$ cat src/rtl/matvec3_driver_pkg.sv
// ============================================================================
//  Module   : matvec3_driver_pkg
//  Purpose  : Shared sizing constants and FSM state type for matvec3_driver.
//  Revision : 1.0  initial release
// ============================================================================
`default_nettype none

package matvec3_driver_pkg;

   localparam int N         = 3;
   localparam int N_OPS     = N * N + N;
   localparam int WIDTH     = 14;
   localparam int OUT_WIDTH = 28;
   localparam int X_BASE    = N * N;

   typedef enum logic [1:0] {
      IDLE = 2'd0,
      SEND = 2'd1,
      RECV = 2'd2,
      DONE = 2'd3
   } state_t;

endpackage

`default_nettype wire

$ cat src/rtl/matvec3_driver_operand_regfile.sv
// ============================================================================
//  Module   : operand_regfile
//  Purpose  : Operand buffer, one write port and one combinational read port.
//  Revision : 1.0  initial release
// ============================================================================
`default_nettype none

module operand_regfile #(
   parameter int WIDTH = 14,
   parameter int DEPTH = 12,
   parameter int AW    = 4
) (
   input  logic             clk,
   input  logic             we,
   input  logic [AW-1:0]    waddr,
   input  logic [WIDTH-1:0] wdata,
   input  logic [AW-1:0]    raddr,
   output logic [WIDTH-1:0] rdata
);

   localparam logic [AW-1:0] c_LAST = AW'(DEPTH - 1);

   // Contents deliberately survive reset so a restart reuses loaded operands.
   logic [WIDTH-1:0] r_mem [DEPTH];

   always_ff @(posedge clk) begin
      if (we && (waddr <= c_LAST)) begin
         r_mem[waddr] <= wdata;
      end
   end

   assign rdata = (raddr <= c_LAST) ? r_mem[raddr] : '0;

endmodule

`default_nettype wire

$ cat src/rtl/matvec3_driver.sv
// ============================================================================
//  Module   : matvec3_driver
//  Purpose  : Streams W and x to a matvec engine and collects the N results.
//  Revision : 1.0  initial release
// ============================================================================
`default_nettype none

module matvec3_driver #(
   parameter int WIDTH     = matvec3_driver_pkg::WIDTH,
   parameter int OUT_WIDTH = matvec3_driver_pkg::OUT_WIDTH,
   parameter int N         = matvec3_driver_pkg::N
) (
   input  logic                 clk,
   input  logic                 reset,
   input  logic                 ld_valid,
   input  logic [3:0]           ld_addr,
   input  logic [WIDTH-1:0]     ld_data,
   input  logic                 start,
   output logic                 busy,
   output logic                 done,
   output logic                 tx_valid,
   input  logic                 tx_ready,
   output logic [WIDTH-1:0]     tx_data,
   input  logic                 rx_valid,
   output logic                 rx_ready,
   input  logic [OUT_WIDTH-1:0] rx_data,
   input  logic                 rx_hold,
   input  logic [1:0]           rd_addr,
   output logic [OUT_WIDTH-1:0] rd_data
);

   import matvec3_driver_pkg::*;

   localparam int         c_N_OPS   = N * N + N;
   localparam logic [3:0] c_TX_LAST = 4'(c_N_OPS - 1);
   localparam logic [1:0] c_RX_LAST = 2'(N - 1);

   state_t               r_state;
   logic [3:0]           r_tx_idx;
   logic [1:0]           r_rx_idx;
   logic                 r_tx_valid;
   logic                 r_busy;
   logic                 r_done;
   logic [OUT_WIDTH-1:0] r_result [N];

   logic w_ld_we;
   logic w_tx_fire;
   logic w_rx_fire;

   assign w_ld_we   = (r_state == IDLE) && ld_valid && (ld_addr <= c_TX_LAST);
   assign w_tx_fire = (r_state == SEND) && r_tx_valid && tx_ready;
   assign rx_ready  = (r_state == RECV) && !rx_hold;
   assign w_rx_fire = rx_ready && rx_valid;

   // The read port follows the tx index, so tx_data holds while stalled.
   operand_regfile #(
      .WIDTH (WIDTH),
      .DEPTH (c_N_OPS),
      .AW    (4)
   ) u_operands (
      .clk   (clk),
      .we    (w_ld_we),
      .waddr (ld_addr),
      .wdata (ld_data),
      .raddr (r_tx_idx),
      .rdata (tx_data)
   );

   always_ff @(posedge clk) begin
      if (reset) begin
         r_state    <= IDLE;
         r_tx_idx   <= '0;
         r_rx_idx   <= '0;
         r_tx_valid <= 1'b0;
         r_busy     <= 1'b0;
         r_done     <= 1'b0;
         for (int i = 0; i < N; i++) begin
            r_result[i] <= '0;
         end
      end else begin
         r_done <= 1'b0;
         case (r_state)
            IDLE: begin
               if (start) begin
                  r_state    <= SEND;
                  r_tx_valid <= 1'b1;
                  r_busy     <= 1'b1;
                  r_tx_idx   <= '0;
                  r_rx_idx   <= '0;
               end
            end
            SEND: begin
               if (w_tx_fire) begin
                  if (r_tx_idx == c_TX_LAST) begin
                     r_tx_valid <= 1'b0;
                     r_state    <= RECV;
                  end else begin
                     r_tx_idx <= r_tx_idx + 4'd1;
                  end
               end
            end
            RECV: begin
               if (w_rx_fire) begin
                  r_result[r_rx_idx] <= rx_data;
                  if (r_rx_idx == c_RX_LAST) begin
                     r_state <= DONE;
                     r_done  <= 1'b1;
                  end else begin
                     r_rx_idx <= r_rx_idx + 2'd1;
                  end
               end
            end
            DONE: begin
               r_state <= IDLE;
               r_busy  <= 1'b0;
            end
            default: begin
               r_state <= IDLE;
            end
         endcase
      end
   end

   assign tx_valid = r_tx_valid;
   assign busy     = r_busy;
   assign done     = r_done;
   assign rd_data  = (rd_addr <= c_RX_LAST) ? r_result[rd_addr] : '0;

endmodule

`default_nettype wire

$ cat config.mk
export PLATFORM = sky130hd
export DESIGN_NAME = matvec3_driver
export DESIGN_NICKNAME = d
export VERILOG_FILES = /design/src/rtl/matvec3_driver_pkg.sv /design/src/rtl/matvec3_driver_operand_regfile.sv /design/src/rtl/matvec3_driver.sv
export SDC_FILE = /design/constraint.sdc
export NUM_CORES = 1
export LEC_CHECK = 0
export ABC_CLOCK_PERIOD_IN_PS = 2800
export CAP_MARGIN = 10
export CORE_MARGIN = 2
export CORE_UTILIZATION = 30
export CTS_BUF_LIST = sky130_fd_sc_hd__clkbuf_2 sky130_fd_sc_hd__clkbuf_4 sky130_fd_sc_hd__clkbuf_8
export CTS_CLUSTER_SIZE = 30
export DETAILED_ROUTE_END_ITERATION = 16
export SLEW_MARGIN = 5
export SYNTH_ARGS = -nofsm -noshare
export SYNTH_HDL_FRONTEND = slang
export SYNTH_SLANG_ARGS = --single-unit
$ cat constraint.sdc
create_clock -name clk -period 2.8 [get_ports clk]
set_input_delay 0.56 -clock clk [delete_from_list [all_inputs] [get_ports clk]]
set_output_delay 0.56 -clock clk [all_outputs]
set_load 0.1 [all_outputs]
# Word-level counts from Yosys, hierarchy flattened
# Memory sizes are Yosys's and may differ from the RTL's. A register that Yosys moved wholly into a read port is not among the register bits.
# Cells that the tools add are included.
[classes]
n_addsub = 2
bitwise = 2
n_eq_ne = 12
reduce_logical = 19
order_cmp = 3
mux = 35
[ops]
columns = ["cell", "n"]
rows = [
  ["$mux W28", 2],
  ["$reduce_or A28 Y1", 1],
  ["$mux W4", 5],
  ["$mux W2", 9],
  ["$mux W14", 1],
  ["$mux W1", 13],
  ["$reduce_and A4 Y1", 3],
  ["$ne A2 B2 Y1 const B", 5],
  ["$le A4 B4 Y1 const B", 2],
  ["$pmux W2 S4", 1],
  ["$pmux W4 S2", 1],
  ["$logic_and A1 B1 Y1", 7],
  ["$eq A2 B2 Y1 const B", 3],
  ["$reduce_bool A2 Y1", 3],
  ["$reduce_and A5 Y1", 1],
  ["$add A4 B1 Y4 const B", 1],
  ["$eq A4 B4 Y1 const B", 1],
  ["$ne A2 B1 Y1 const B", 2],
  ["$pmux W1 S2", 2],
  ["$pmux W2 S2", 1],
  ["$reduce_or A3 Y1", 1],
  ["$add A2 B1 Y2 const B", 1],
  ["$eq A2 B1 Y1 const B", 1],
  ["$le A2 B2 Y1 const B", 1],
  ["other kinds (4)", 5],
]
[totals]
regBits = 11
n_memories = 2
ram_bits = 252
[memory_table]
columns = ["memory", "words", "word_bits", "rd", "rd_clocked_by_memory_dff", "write_ports", "line_no", "source"]
rows = [
  ["u_operands.r_mem", 12, 14, 1, 1, 1, "matvec3_driver_operand_regfile.sv:24", "logic [WIDTH-1:0] r_mem [DEPTH];"],
  ["r_result", 3, 28, 1, 0, 3, "matvec3_driver.sv:44", "logic [OUT_WIDTH-1:0] r_result [N];"],
]

# Longest topological paths before layout
[logic_depth]
word_depth = 9
mapped_depth = 7
ltp_nobuf = 6

# Hierarchy
# Synthesis repeated with hierarchy kept, for this count alone.
[unflattened]
hier_cells = 651
area_unflattened_um2 = 10944.2
[by_module_without_submodules]
columns = ["module", "seq_area_each_um2", "area_per_inst_um2", "cells_each", "n_inst"]
rows = [
  ["operand_regfile", 5044.8, 6458.7, 288, 1],
  ["matvec3_driver", 2742.6, 4485.6, 363, 1],
]

# Worst setup path after synthesis
# Ideal clock, no wire load.
[synth_path]
path_kind = "input port to output port"
startpoint = "input port rd_addr[1]"
endpoint = "output port rd_data[10]"
required_time_ns = 2.240
t_arrival_ns = 3.288
path_buffers = 2
slack_ns = -1.048
path_stages = 4
path_cell_list = "buf_2 -> buf_2 -> mux2i_1 -> o21ai_0"
[synth_via]
elab_chain_len = 2
[synth_lines]
columns = ["item", "line_no", "source"]
rows = [
  ["from (decl)", "matvec3_driver.sv:28", "input logic [1:0] rd_addr,"],
  ["$mem_v2 Z3 W28 / $le A2 B2 Y1 (equally long branches)", "-", ""],
  ["$mux W28 (*)", "matvec3_driver.sv:127", "assign rd_data = (rd_addr <= c_RX_LAST) ? r_result[rd_addr] : '0;"],
  ["to (decl)", "matvec3_driver.sv:29", "output logic [OUT_WIDTH-1:0] rd_data"],
]
# Mark *: on every way between the ends. The rest lies on a longest branch, timed or not.

==> impl_metrics.yaml <==
run_status:
  status: "completed"
worst_setup_path:
  cp-start-kind: "flop"
  crit_required_ns: 2.24
  rr_worst_depth: 6
  critPathMaxFanout: 12
  cp.arrival_ns: 2.22
  reg2reg_slack_ns: 0.72
  end_kind: "primary output"
  r2r-start: "r_state[0]"
  critPathKind: "flop to primary output"
power_and_ir_drop:
  power_density_nw_per_um2: 647
  p_total_mw: 9.33
  leakagePower_nw: 5.15
  ir_drop_mv: 0.290
yosys:
  yosysSeqAreaShare_pct: 72.0
  synth-edff-count: 252
  yosysTopAreaCell: "edfxtp_1"
  async_reset_ff_share_pct: 0
  synth_flop_cell: "edfxtp_1"
  synth_top_family_by_area: "multiplexers"
  ys_seq_elements: 267
  ys_warn_count: 0
  ys_top_cells_by_area: "edfxtp_1 (69%), mux4_2 (8.7%), and3_1 (4.8%)"
  syn_area_um2: 10900
  synth_compound_gate_area_share_pct: 3.57
  synth.avg_cell_area_um2: 16.5
  synth_xor_area_share_pct: 0
  synth_top_area_share_pct: 69.3
  synth_fa_ha_area_share_pct: 1.03
  synth.area.mux_share_pct: 11.3
  synthCells: 663
  synth-simple-area-share_pct: 10.0
  synthDistinctLibCells: 40
  synth_fp_nets: 727
final_layout:
  fin_area_um2: 14400
  drive_gt1_share_pct: 32.3
  fin_util_pct: 40.4
  multi_input_area_um2: 3250
  fin_nets: 866
  area_growth_pct: 32.1
  seq_area_um2: 7870
  finalNonFillerCells: 1298
  fillers: 3304
routing:
  vias: 6252
  dr.pass1.iters: 4
  drt-vias-per-instance: 4.82
  drcViolationCount: 0
  drt_iter0_drc: 394
  ant_nets: 0
  routed_wl_mm: 25.2
  wl_per_cell_um: 19.4
min_path:
  min_from: "busy"
  hold_path_depth: 2
  hold_path_end: "busy"
  hold_path.class: "flop to flop"
global_routing:
  antenna_found_initial: 1
  grtUsageTotal_pct: 13.2
  overflow: 0
  grt_max_degree: 49
  grt_pass1_wl_mm: 38.3
  grt_pass1_vias: 6539
clocking:
  root_buffer: "clkbuf_8"
  insertion_delay_ns: 0.58
  htreeDepth: 2
  hold_buffers: 0
  clock-sinks: 267
  clk_path_buf_depth: 3
  cts_buffers: 45
  path_clk_slew_ns: 0.06
  cts_tree: "done"
timing:
  drv_slew: 0
  fin_tns_setup_ns: 0
  finalSetupViolations: 0
  tightest_slew_ns: 0.880
  fin_ws_ns: 0.0218
  hold_ws_ns: 0.502
  fmax_ghz: 0.360
  fin_crit_ns: 2.78
  finalCritPeriodShare_pct: 99.2
  rsz0062_at_grt: "true"
  finalHoldViolCount: 0
  final.setup_skew_ns: 0.0481
  slew_headroom_pct: 41.3
placement:
  dpl_cell_area_um2: 13300
  post-place-ws_ns: 0.294
  portBuffers: 100
  dpl.hpwl_mm: 14.6
  place_inst: 1214
  gp_congestion: 0.727
job:
  max_cap_viol_count: 0
floorplan:
  coreArea_um2: 35700
  start_util_pct: 30.6
  fp-row-count: 69
  ios: 101
  die-width_um: 195
  die_area_um2: 37900
  dieHeight_um: 195
cells in the final DEF, fill, tap and decap left out, drive strengths merged, types with 15 or more instances in the layout:
master         netlist  final
and3                84     84
buf                 14     83
clkbuf              31     64
clkdlybuf4s50        0     53
dfxtp               15     15
edfxtp             252    252
mux2i               28     28
mux4                42     42
nand2               39     39
nor2b               17     17
nor3                18     18
o21ai               32     32
sequential cells by signal, summed over array words and instances (netlist names), named ones only:
name	count
r_result	84
done	1
r_rx_idx	2
u_operands.r_mem	168
busy	1
r_state	2
r_tx_idx	4
tx_valid	1
cells in the mapped netlist, types with 11 or more instances:
| cell | number |
|---|---|
| edfxtp_1 | 252 |
| and3_1 | 84 |
| mux4_2 | 42 |
| nand2_1 | 39 |
| o21ai_0 | 32 |
| clkbuf_1 | 31 |
| mux2i_1 | 28 |
| nor3_1 | 18 |
| nor2b_1 | 16 |
| dfxtp_1 | 15 |
| o22ai_1 | 14 |
| nor2_1 | 12 |
| a21oi_1 | 11 |
kinds of logic (layout without fill, tap and decap cells):
group / count (synthesis) / in the layout
AOI/OAI and AO/OA: 67 / 67
and+or+nand+nor: 196 / 196
muxes: 71 / 71
other: 0 / 1
buffers and inverters: 53 / 226
DFF: 267 / 267
adders and majority gates: 9 / 9
what timing repair did:
| action | in CTS | in global routing |
|---|---|---|
| endpoints found under the setup margin | 14 | 14 |
| gates resized for setup | 22 | 13 |
| gates cloned | 1 | 1 |
| pin swaps | 1 | 2 |
| buffers inserted | 1 | 0 |
layout make-up:
type,instances,share of cell area [%]
clock inverters,18,0.772
well taps,461,4.00
inverters,8,0.208
flip-flops and latches,267,54.6
repair buffers,137,12.6
multi-input cells,343,22.5
clock buffers,63,5.32
diodes,1,0.0173
worst max-delay path, stage by stage, from the launching register on:
cell	delay [ns]
dfxtp_4	0.43
buf_16	0.18
mux4_2	0.52
o22ai_2	0.24
nor3_4	0.08
buf_12	0.20
power by group:
group	switching (mW)	internal, mW
combinational	0.922	0.509
clock	1.55	1.79
sequential	0.0503	4.51
total	2.52	6.81
per-layer routing:
metal / share of wire, % / up-vias / global-route usage, %
met5: 0 / - / 0
met4: 2.0 / 0 / 4.78
met3: 4.0 / 39 / 2.41
met2: 50 / 141 / 22.6
met1: 44 / 3182 / 16.9
li1: - / 2890 / -
worst max path at each step:
| stage | startpoint | endpoint | cells past startpoint |
|---|---|---|---|
| 6_report | flop | tx_data[8] | 5 |
| 5_1_grt | flop | tx_data[7] | 5 |
| 4_1_cts | flop | tx_data[8] | 5 |
| 3_5_place_dp | rx_hold | r_result[2][27] | 4 |
| 3_3_place_gp | rx_hold | r_result[2][22] | 4 |
| 2_1_floorplan | rd_addr[1] | rd_data[10] | 4 |
Note: power is estimated with default switching activity, not from simulation.
